[src/rtl/vga_timing_ctrl_if.sv]
// Signal bundle between vga_timing_ctrl, its renderer and the VGA connector pins.
interface vga_timing_ctrl_if;
   logic [9:0]  col;
   logic [9:0]  row;
   logic        pix_tick;
   logic        frame_start;
   logic        hs;
   logic        vs;
   logic [3:0]  r;
   logic [3:0]  g;
   logic [3:0]  b;
   logic [11:0] rgb_in;
   logic        test_mode;

   modport master (
      output col, row, pix_tick, frame_start, hs, vs, r, g, b,
      input  rgb_in, test_mode
   );

   modport slave (
      input  col, row, pix_tick, frame_start, hs, vs, r, g, b,
      output rgb_in, test_mode
   );
endinterface

[src/rtl/vga_timing_ctrl.sv]
// VGA raster generator: presents col/row, samples rgb_in one pixel later and drives hs/vs/rgb pins.
// Optional colour-bar generator is compiled in when VGA_TEST_PATTERN_EN is defined.
module vga_timing_ctrl #(
   parameter int unsigned H_VISIBLE = 640,
   parameter int unsigned H_FRONT   = 16,
   parameter int unsigned H_SYNC    = 96,
   parameter int unsigned H_BACK    = 48,
   parameter int unsigned V_VISIBLE = 480,
   parameter int unsigned V_FRONT   = 10,
   parameter int unsigned V_SYNC    = 2,
   parameter int unsigned V_BACK    = 33,
   parameter int unsigned CLK_DIV   = 4,
   parameter bit          HS_POL    = 1'b0,
   parameter bit          VS_POL    = 1'b0
) (
   input logic               clk,
   input logic               rst,
   vga_timing_ctrl_if.master bus
);
   localparam int unsigned CNT_W    = 10;
   localparam int unsigned RGB_W    = 12;
   localparam int unsigned DIV_W    = $clog2(CLK_DIV);
   localparam int unsigned H_TOTAL  = H_VISIBLE + H_FRONT + H_SYNC + H_BACK;
   localparam int unsigned V_TOTAL  = V_VISIBLE + V_FRONT + V_SYNC + V_BACK;
   localparam int unsigned HS_START = H_VISIBLE + H_FRONT;
   localparam int unsigned HS_END   = HS_START + H_SYNC;
   localparam int unsigned VS_START = V_VISIBLE + V_FRONT;
   localparam int unsigned VS_END   = VS_START + V_SYNC;

   logic [DIV_W-1:0] div_q, div_d;
   logic             pix_tick_q, pix_tick_d;
   logic [CNT_W-1:0] h_q, h_d;
   logic [CNT_W-1:0] v_q, v_d;
   logic             frame_start_q, frame_start_d;
   logic             hs_q, hs_d;
   logic             vs_q, vs_d;
   logic [RGB_W-1:0] rgb_q, rgb_d;

   logic             vis_c;
   logic             hs_act_c;
   logic             vs_act_c;
   logic             h_last_c;
   logic             v_last_c;
   logic [RGB_W-1:0] pix_c;

   // Decode of the coordinate currently presented to the renderer.
   assign vis_c    = (h_q < CNT_W'(H_VISIBLE)) && (v_q < CNT_W'(V_VISIBLE));
   assign hs_act_c = (h_q >= CNT_W'(HS_START)) && (h_q < CNT_W'(HS_END));
   assign vs_act_c = (v_q >= CNT_W'(VS_START)) && (v_q < CNT_W'(VS_END));
   assign h_last_c = (h_q == CNT_W'(H_TOTAL - 1));
   assign v_last_c = (v_q == CNT_W'(V_TOTAL - 1));

`ifdef VGA_TEST_PATTERN_EN
   // Bar index is col/64; columns 512..639 fold back onto bars 0..1.
   logic [2:0] bar_c;
   assign bar_c = h_q[8:6];
   assign pix_c = bus.test_mode ? {{4{bar_c[0]}}, {4{bar_c[1]}}, {4{bar_c[2]}}} : bus.rgb_in;
`else
   logic unused_test_mode_c;
   assign unused_test_mode_c = bus.test_mode;
   assign pix_c              = bus.rgb_in;
`endif

   // Divider, raster counters and the pixel-delayed pin stage.
   always_comb begin
      div_d         = div_q;
      pix_tick_d    = 1'b0;
      h_d           = h_q;
      v_d           = v_q;
      frame_start_d = 1'b0;
      hs_d          = hs_q;
      vs_d          = vs_q;
      rgb_d         = rgb_q;

      div_d      = (div_q == DIV_W'(CLK_DIV - 1)) ? '0 : div_q + DIV_W'(1);
      pix_tick_d = (div_d == DIV_W'(CLK_DIV - 1));

      if (pix_tick_q) begin
         if (h_last_c) begin
            h_d           = '0;
            v_d           = v_last_c ? '0 : v_q + CNT_W'(1);
            frame_start_d = v_last_c;
         end else begin
            h_d = h_q + CNT_W'(1);
         end
         // Pins take the pre-advance coordinate so they line up with the sampled colour.
         hs_d  = hs_act_c ? HS_POL : ~HS_POL;
         vs_d  = vs_act_c ? VS_POL : ~VS_POL;
         rgb_d = vis_c ? pix_c : '0;
      end
   end

   always_ff @(posedge clk or negedge rst) begin
      if (!rst) begin
         div_q         <= '0;
         pix_tick_q    <= 1'b0;
         h_q           <= '0;
         v_q           <= '0;
         frame_start_q <= 1'b0;
         hs_q          <= ~HS_POL;
         vs_q          <= ~VS_POL;
         rgb_q         <= '0;
      end else begin
         div_q         <= div_d;
         pix_tick_q    <= pix_tick_d;
         h_q           <= h_d;
         v_q           <= v_d;
         frame_start_q <= frame_start_d;
         hs_q          <= hs_d;
         vs_q          <= vs_d;
         rgb_q         <= rgb_d;
      end
   end

   assign bus.col         = h_q;
   assign bus.row         = v_q;
   assign bus.pix_tick    = pix_tick_q;
   assign bus.frame_start = frame_start_q;
   assign bus.hs          = hs_q;
   assign bus.vs          = vs_q;
   assign bus.r           = rgb_q[11:8];
   assign bus.g           = rgb_q[7:4];
   assign bus.b           = rgb_q[3:0];
endmodule

[src/flat_wrapper.sv]
// flat-port wrapper written by rule: the top's interface ports become plain ports
module vga_timing_ctrl_flat 
#(
   parameter int unsigned H_VISIBLE = 640,
   parameter int unsigned H_FRONT   = 16,
   parameter int unsigned H_SYNC    = 96,
   parameter int unsigned H_BACK    = 48,
   parameter int unsigned V_VISIBLE = 480,
   parameter int unsigned V_FRONT   = 10,
   parameter int unsigned V_SYNC    = 2,
   parameter int unsigned V_BACK    = 33,
   parameter int unsigned CLK_DIV   = 4,
   parameter bit          HS_POL    = 1'b0,
   parameter bit          VS_POL    = 1'b0
)
  (clk, rst, bus_col, bus_row, bus_pix_tick, bus_frame_start, bus_hs, bus_vs, bus_r, bus_g, bus_b, bus_rgb_in, bus_test_mode);
  vga_timing_ctrl_if bus_i ();
  input logic clk;
  input logic rst;
  output wire logic [$bits(bus_i.col)-1:0] bus_col;
  output wire logic [$bits(bus_i.row)-1:0] bus_row;
  output wire logic [$bits(bus_i.pix_tick)-1:0] bus_pix_tick;
  output wire logic [$bits(bus_i.frame_start)-1:0] bus_frame_start;
  output wire logic [$bits(bus_i.hs)-1:0] bus_hs;
  output wire logic [$bits(bus_i.vs)-1:0] bus_vs;
  output wire logic [$bits(bus_i.r)-1:0] bus_r;
  output wire logic [$bits(bus_i.g)-1:0] bus_g;
  output wire logic [$bits(bus_i.b)-1:0] bus_b;
  input wire logic [$bits(bus_i.rgb_in)-1:0] bus_rgb_in;
  input wire logic [$bits(bus_i.test_mode)-1:0] bus_test_mode;
  assign bus_col = bus_i.col;
  assign bus_row = bus_i.row;
  assign bus_pix_tick = bus_i.pix_tick;
  assign bus_frame_start = bus_i.frame_start;
  assign bus_hs = bus_i.hs;
  assign bus_vs = bus_i.vs;
  assign bus_r = bus_i.r;
  assign bus_g = bus_i.g;
  assign bus_b = bus_i.b;
  assign bus_i.rgb_in = bus_rgb_in;
  assign bus_i.test_mode = bus_test_mode;
  vga_timing_ctrl #(.H_VISIBLE(H_VISIBLE), .H_FRONT(H_FRONT), .H_SYNC(H_SYNC), .H_BACK(H_BACK), .V_VISIBLE(V_VISIBLE), .V_FRONT(V_FRONT), .V_SYNC(V_SYNC), .V_BACK(V_BACK), .CLK_DIV(CLK_DIV), .HS_POL(HS_POL), .VS_POL(VS_POL)) u_core (.clk(clk), .rst(rst), .bus(bus_i));
endmodule
[config.mk]
export PLATFORM = sky130hd
export DESIGN_NAME = vga_timing_ctrl_flat
export DESIGN_NICKNAME = d
export VERILOG_FILES = /design/src/rtl/vga_timing_ctrl_if.sv /design/src/rtl/vga_timing_ctrl.sv /design/src/flat_wrapper.sv
export SDC_FILE = /design/constraint.sdc
export NUM_CORES = 1
export LEC_CHECK = 0
export ABC_AREA = 1
export BUFFER_PORTS_ARGS = -buffer_cell sky130_fd_sc_hd__buf_2
export CORE_AREA = 2 2 69 71
export CTS_BUF_LIST = sky130_fd_sc_hd__clkbuf_8
export CTS_CLUSTER_SIZE = 14
export DETAILED_ROUTE_END_ITERATION = 16
export DIE_AREA = 0 0 71 73
export PLACE_DENSITY = 0.72
export SYNTH_ARGS = -nofsm -noshare
export SYNTH_HDL_FRONTEND = slang
export SYNTH_SLANG_ARGS = --single-unit
export TNS_END_PERCENT = 30
[constraint.sdc]
create_clock -name clk -period 1.6 [get_ports clk]
set_input_delay 0.32 -clock clk [delete_from_list [all_inputs] [get_ports clk]]
set_output_delay 0.32 -clock clk [all_outputs]
set_load 0.01 [all_outputs]
==> reports/qor.yml <==
status: "complete, no violations"
synth_largest_area_cell: "dfrtp_1"
placementRows: 25
synthArstFlopShare_pct: 100
maxSlewHeadroom_pct: 73.1
grt_pass1_vias: 1685
syn2layout_area_growth_pct: 25.2
multiInputGateArea_um2: 831
synthesis.area_um2: 1950
antenna_found_initial: 0
synth-edff-count: 0
synth-simple-area-share_pct: 29.7
period_needed_ns: 1.48
cp_slowest_stage_delay_ns: 0.39
final_nets: 316
maxCapViolCount: 0
cts.sinks: 38
die_h_um: 73
yosysSeqAreaShare_pct: 49.0
cts-root-buf: "clkbuf_8"
synth_cell_types: 30
synth_top_area_share_pct: 46.3
synth-compound-area-share_pct: 7.33
post-route-drc-count: 0
synth_nets: 258
drive_gt1_share_pct: 27.0
finalHoldViolations: 0
die_area_um2: 5180
grt_pass1_wl_mm: 7.40
cp-end-kind: "flop"
worst_path_max_delay_cell: "dfrtp_1"
vias_per_cell: 4.93
numCtsBuffers: 5
setup_ws_ns: 0.124
netlist_top_cells_area: "dfrtp_1, nand2_1, inv_1"
antenna_cells: 0
dp_hpwl_mm: 3.14
critical_path.startpoint_type: "flop"
min_path_type: "in2reg"
crit_path_cell_trace: "ha_1 -> nand2_1 -> nor2_2 -> nand4_4 -> buf_4 -> nor4_2"
yosysWarnings: 0
period_share_pct: 92.2
fillCellCount: 423
start_util_pct: 42.9
first_pass_iters: 4
synth_top_family_by_area: "simple AND/OR/NAND/NOR gates"
critPathKind: "reg2reg"
yosys_most_used_dff: "dfrtp_1"
tightest_slew_ns: 0.402
critPathMaxFanout: 8
rsz0062_at_grt: "yes"
fmax_mhz: 678
final_cell_mix: "nand2_1, buf_2, dfrtp_1, inv_1, nor2_1"
synthAdderAreaFrac_pct: 3.86
p_per_area_nw_per_um2: 833
grt.total_usage_pct: 18.1
routedWlPerCell_um: 12.1
port_buffers: 49
ys_ff_latch: 38
vdd_ir_drop_max_mv: 0.372
synth.avg_cell_area_um2: 8.21
antenna_left: 0
grt_overflow_total: 0
final_util_pct: 53.7
critical-path-top-delay-family: "simple AND/OR/NAND/NOR gates"
gp_congestion: 0.893
setup_viol: 0
die_w_um: 71
cts_max_level: 2
clock_latency_ns: 0.29
clockBufferDepth: 2
crit_buf_inv: 1
clock_skew_ns: 0.00615
path_clk_slew_ns: 0.08
cts_tree: "yes"
pin_count: 51
seq_area_um2: 956
wirelength_mm: 4.23
required_ns: 1.79
layout_commonest_cell: "nand2_1"
crit_arrival_ns: 1.67
leakagePower_nw: 1.25
drv_slew: 0
synthCells: 237
grt_max_degree: 24
vias: 1725
drtIter0Drc: 166
synth_mux_area_share_pct: 0
core-area_um2: 4540
post-place-ws_ns: 0.133
synthXorXnorAreaFrac_pct: 1.80
## area by class of cell
type | instances | share of cell area, %
clock buffer | 5 | 2.82
clock inverter | 3 | 2.82
inverter | 29 | 4.52
multi-input combinational | 162 | 34.1
sequential | 38 | 39.2
tap | 54 | 2.77
timing repair buffer | 59 | 13.8
## stage by stage
step	TNS, ns	hold WS, ns	total power [mW]	cells	cell area (um2)
after detailed placement	0	0.275	1.08	341	2290
after floorplan	0	0.0244	1.02	237	1950
after global routing	-0.00823	0.260	2.11	350	2440
final	0	0.262	2.03	350	2440
after global placement	0	0.275	1.08	341	2290
after CTS	0	0.259	2.06	350	2430
## flip-flops by register name, summed over array words and instances, names as in the netlist
signal	flops
u_core.bus.col	10
u_core.bus.frame_start	1
u_core.bus.pix_tick	1
u_core.bus.vs	1
u_core.bus.row	10
u_core.rgb_q	12
u_core.div_q	2
u_core.bus.hs	1
## cells in the mapped netlist, drive strengths merged (3+ instances only)
master	number
buf	5
nor3	5
a21oi	3
nand3	14
o21ai	23
nor2	23
ha	6
nand2	67
nand4	11
xor2	4
inv	27
dfrtp	36
clkbuf	3
## path summary, 6_finish.rpt
path	cells after the start	slack, ns	from	to
min	3	0.26	bus_rgb_in[5]	u_core.rgb_q[5]
min reg2reg	1	0.46	u_core.div_q[0]	u_core.div_q[0]
max in group asynchronous	3	0.59	rst	u_core.bus.vs
min in group asynchronous	2	0.48	rst	u_core.bus.col[7]
max	6	0.12	u_core.bus.col[0]	u_core.bus.frame_start
max reg2reg	6	0.12	u_core.bus.col[0]	u_core.bus.frame_start
## report_power, final
group	internal (mW)	switching, mW
Combinational	0.0349	0.0429
Sequential	0.975	0.00714
Clock	0.624	0.346
Total	1.63	0.396
## logic make-up after synthesis
group                      Yosys count
adders and majority gates            6
and+or+nand+nor                    125
buffers and inverters               37
xor gates and xnor gates             4
DFF                                 38
AOI/OAI and AO/OA                   27
## worst min-delay path: cells and delay by family
kind            cells  cell delay (ns)
compound gates      1             0.06
buf+inv             1             0.10
simple gates        1             0.04
## per-layer routing
| layer | GRT usage (%) | vias to the layer above | wire length (um) |
|---|---|---|---|
| met5 | 0 | - | 0 |
| met3 | 4.28 | 8 | 227 |
| met4 | 6.08 | 0 | 53 |
| li1 | - | 875 | - |
| met2 | 31.0 | 45 | 2060 |
| met1 | 22.6 | 797 | 1880 |
## repair_timing
item / CTS / global route
endpoints found under the setup margin: 0 / 4
endpoints found under the hold margin: 14 / 0
resized for setup: 0 / 2
setup buffers: 0 / 0
hold buffers: 1 / 0
Power figures use the tool's default switching activity.
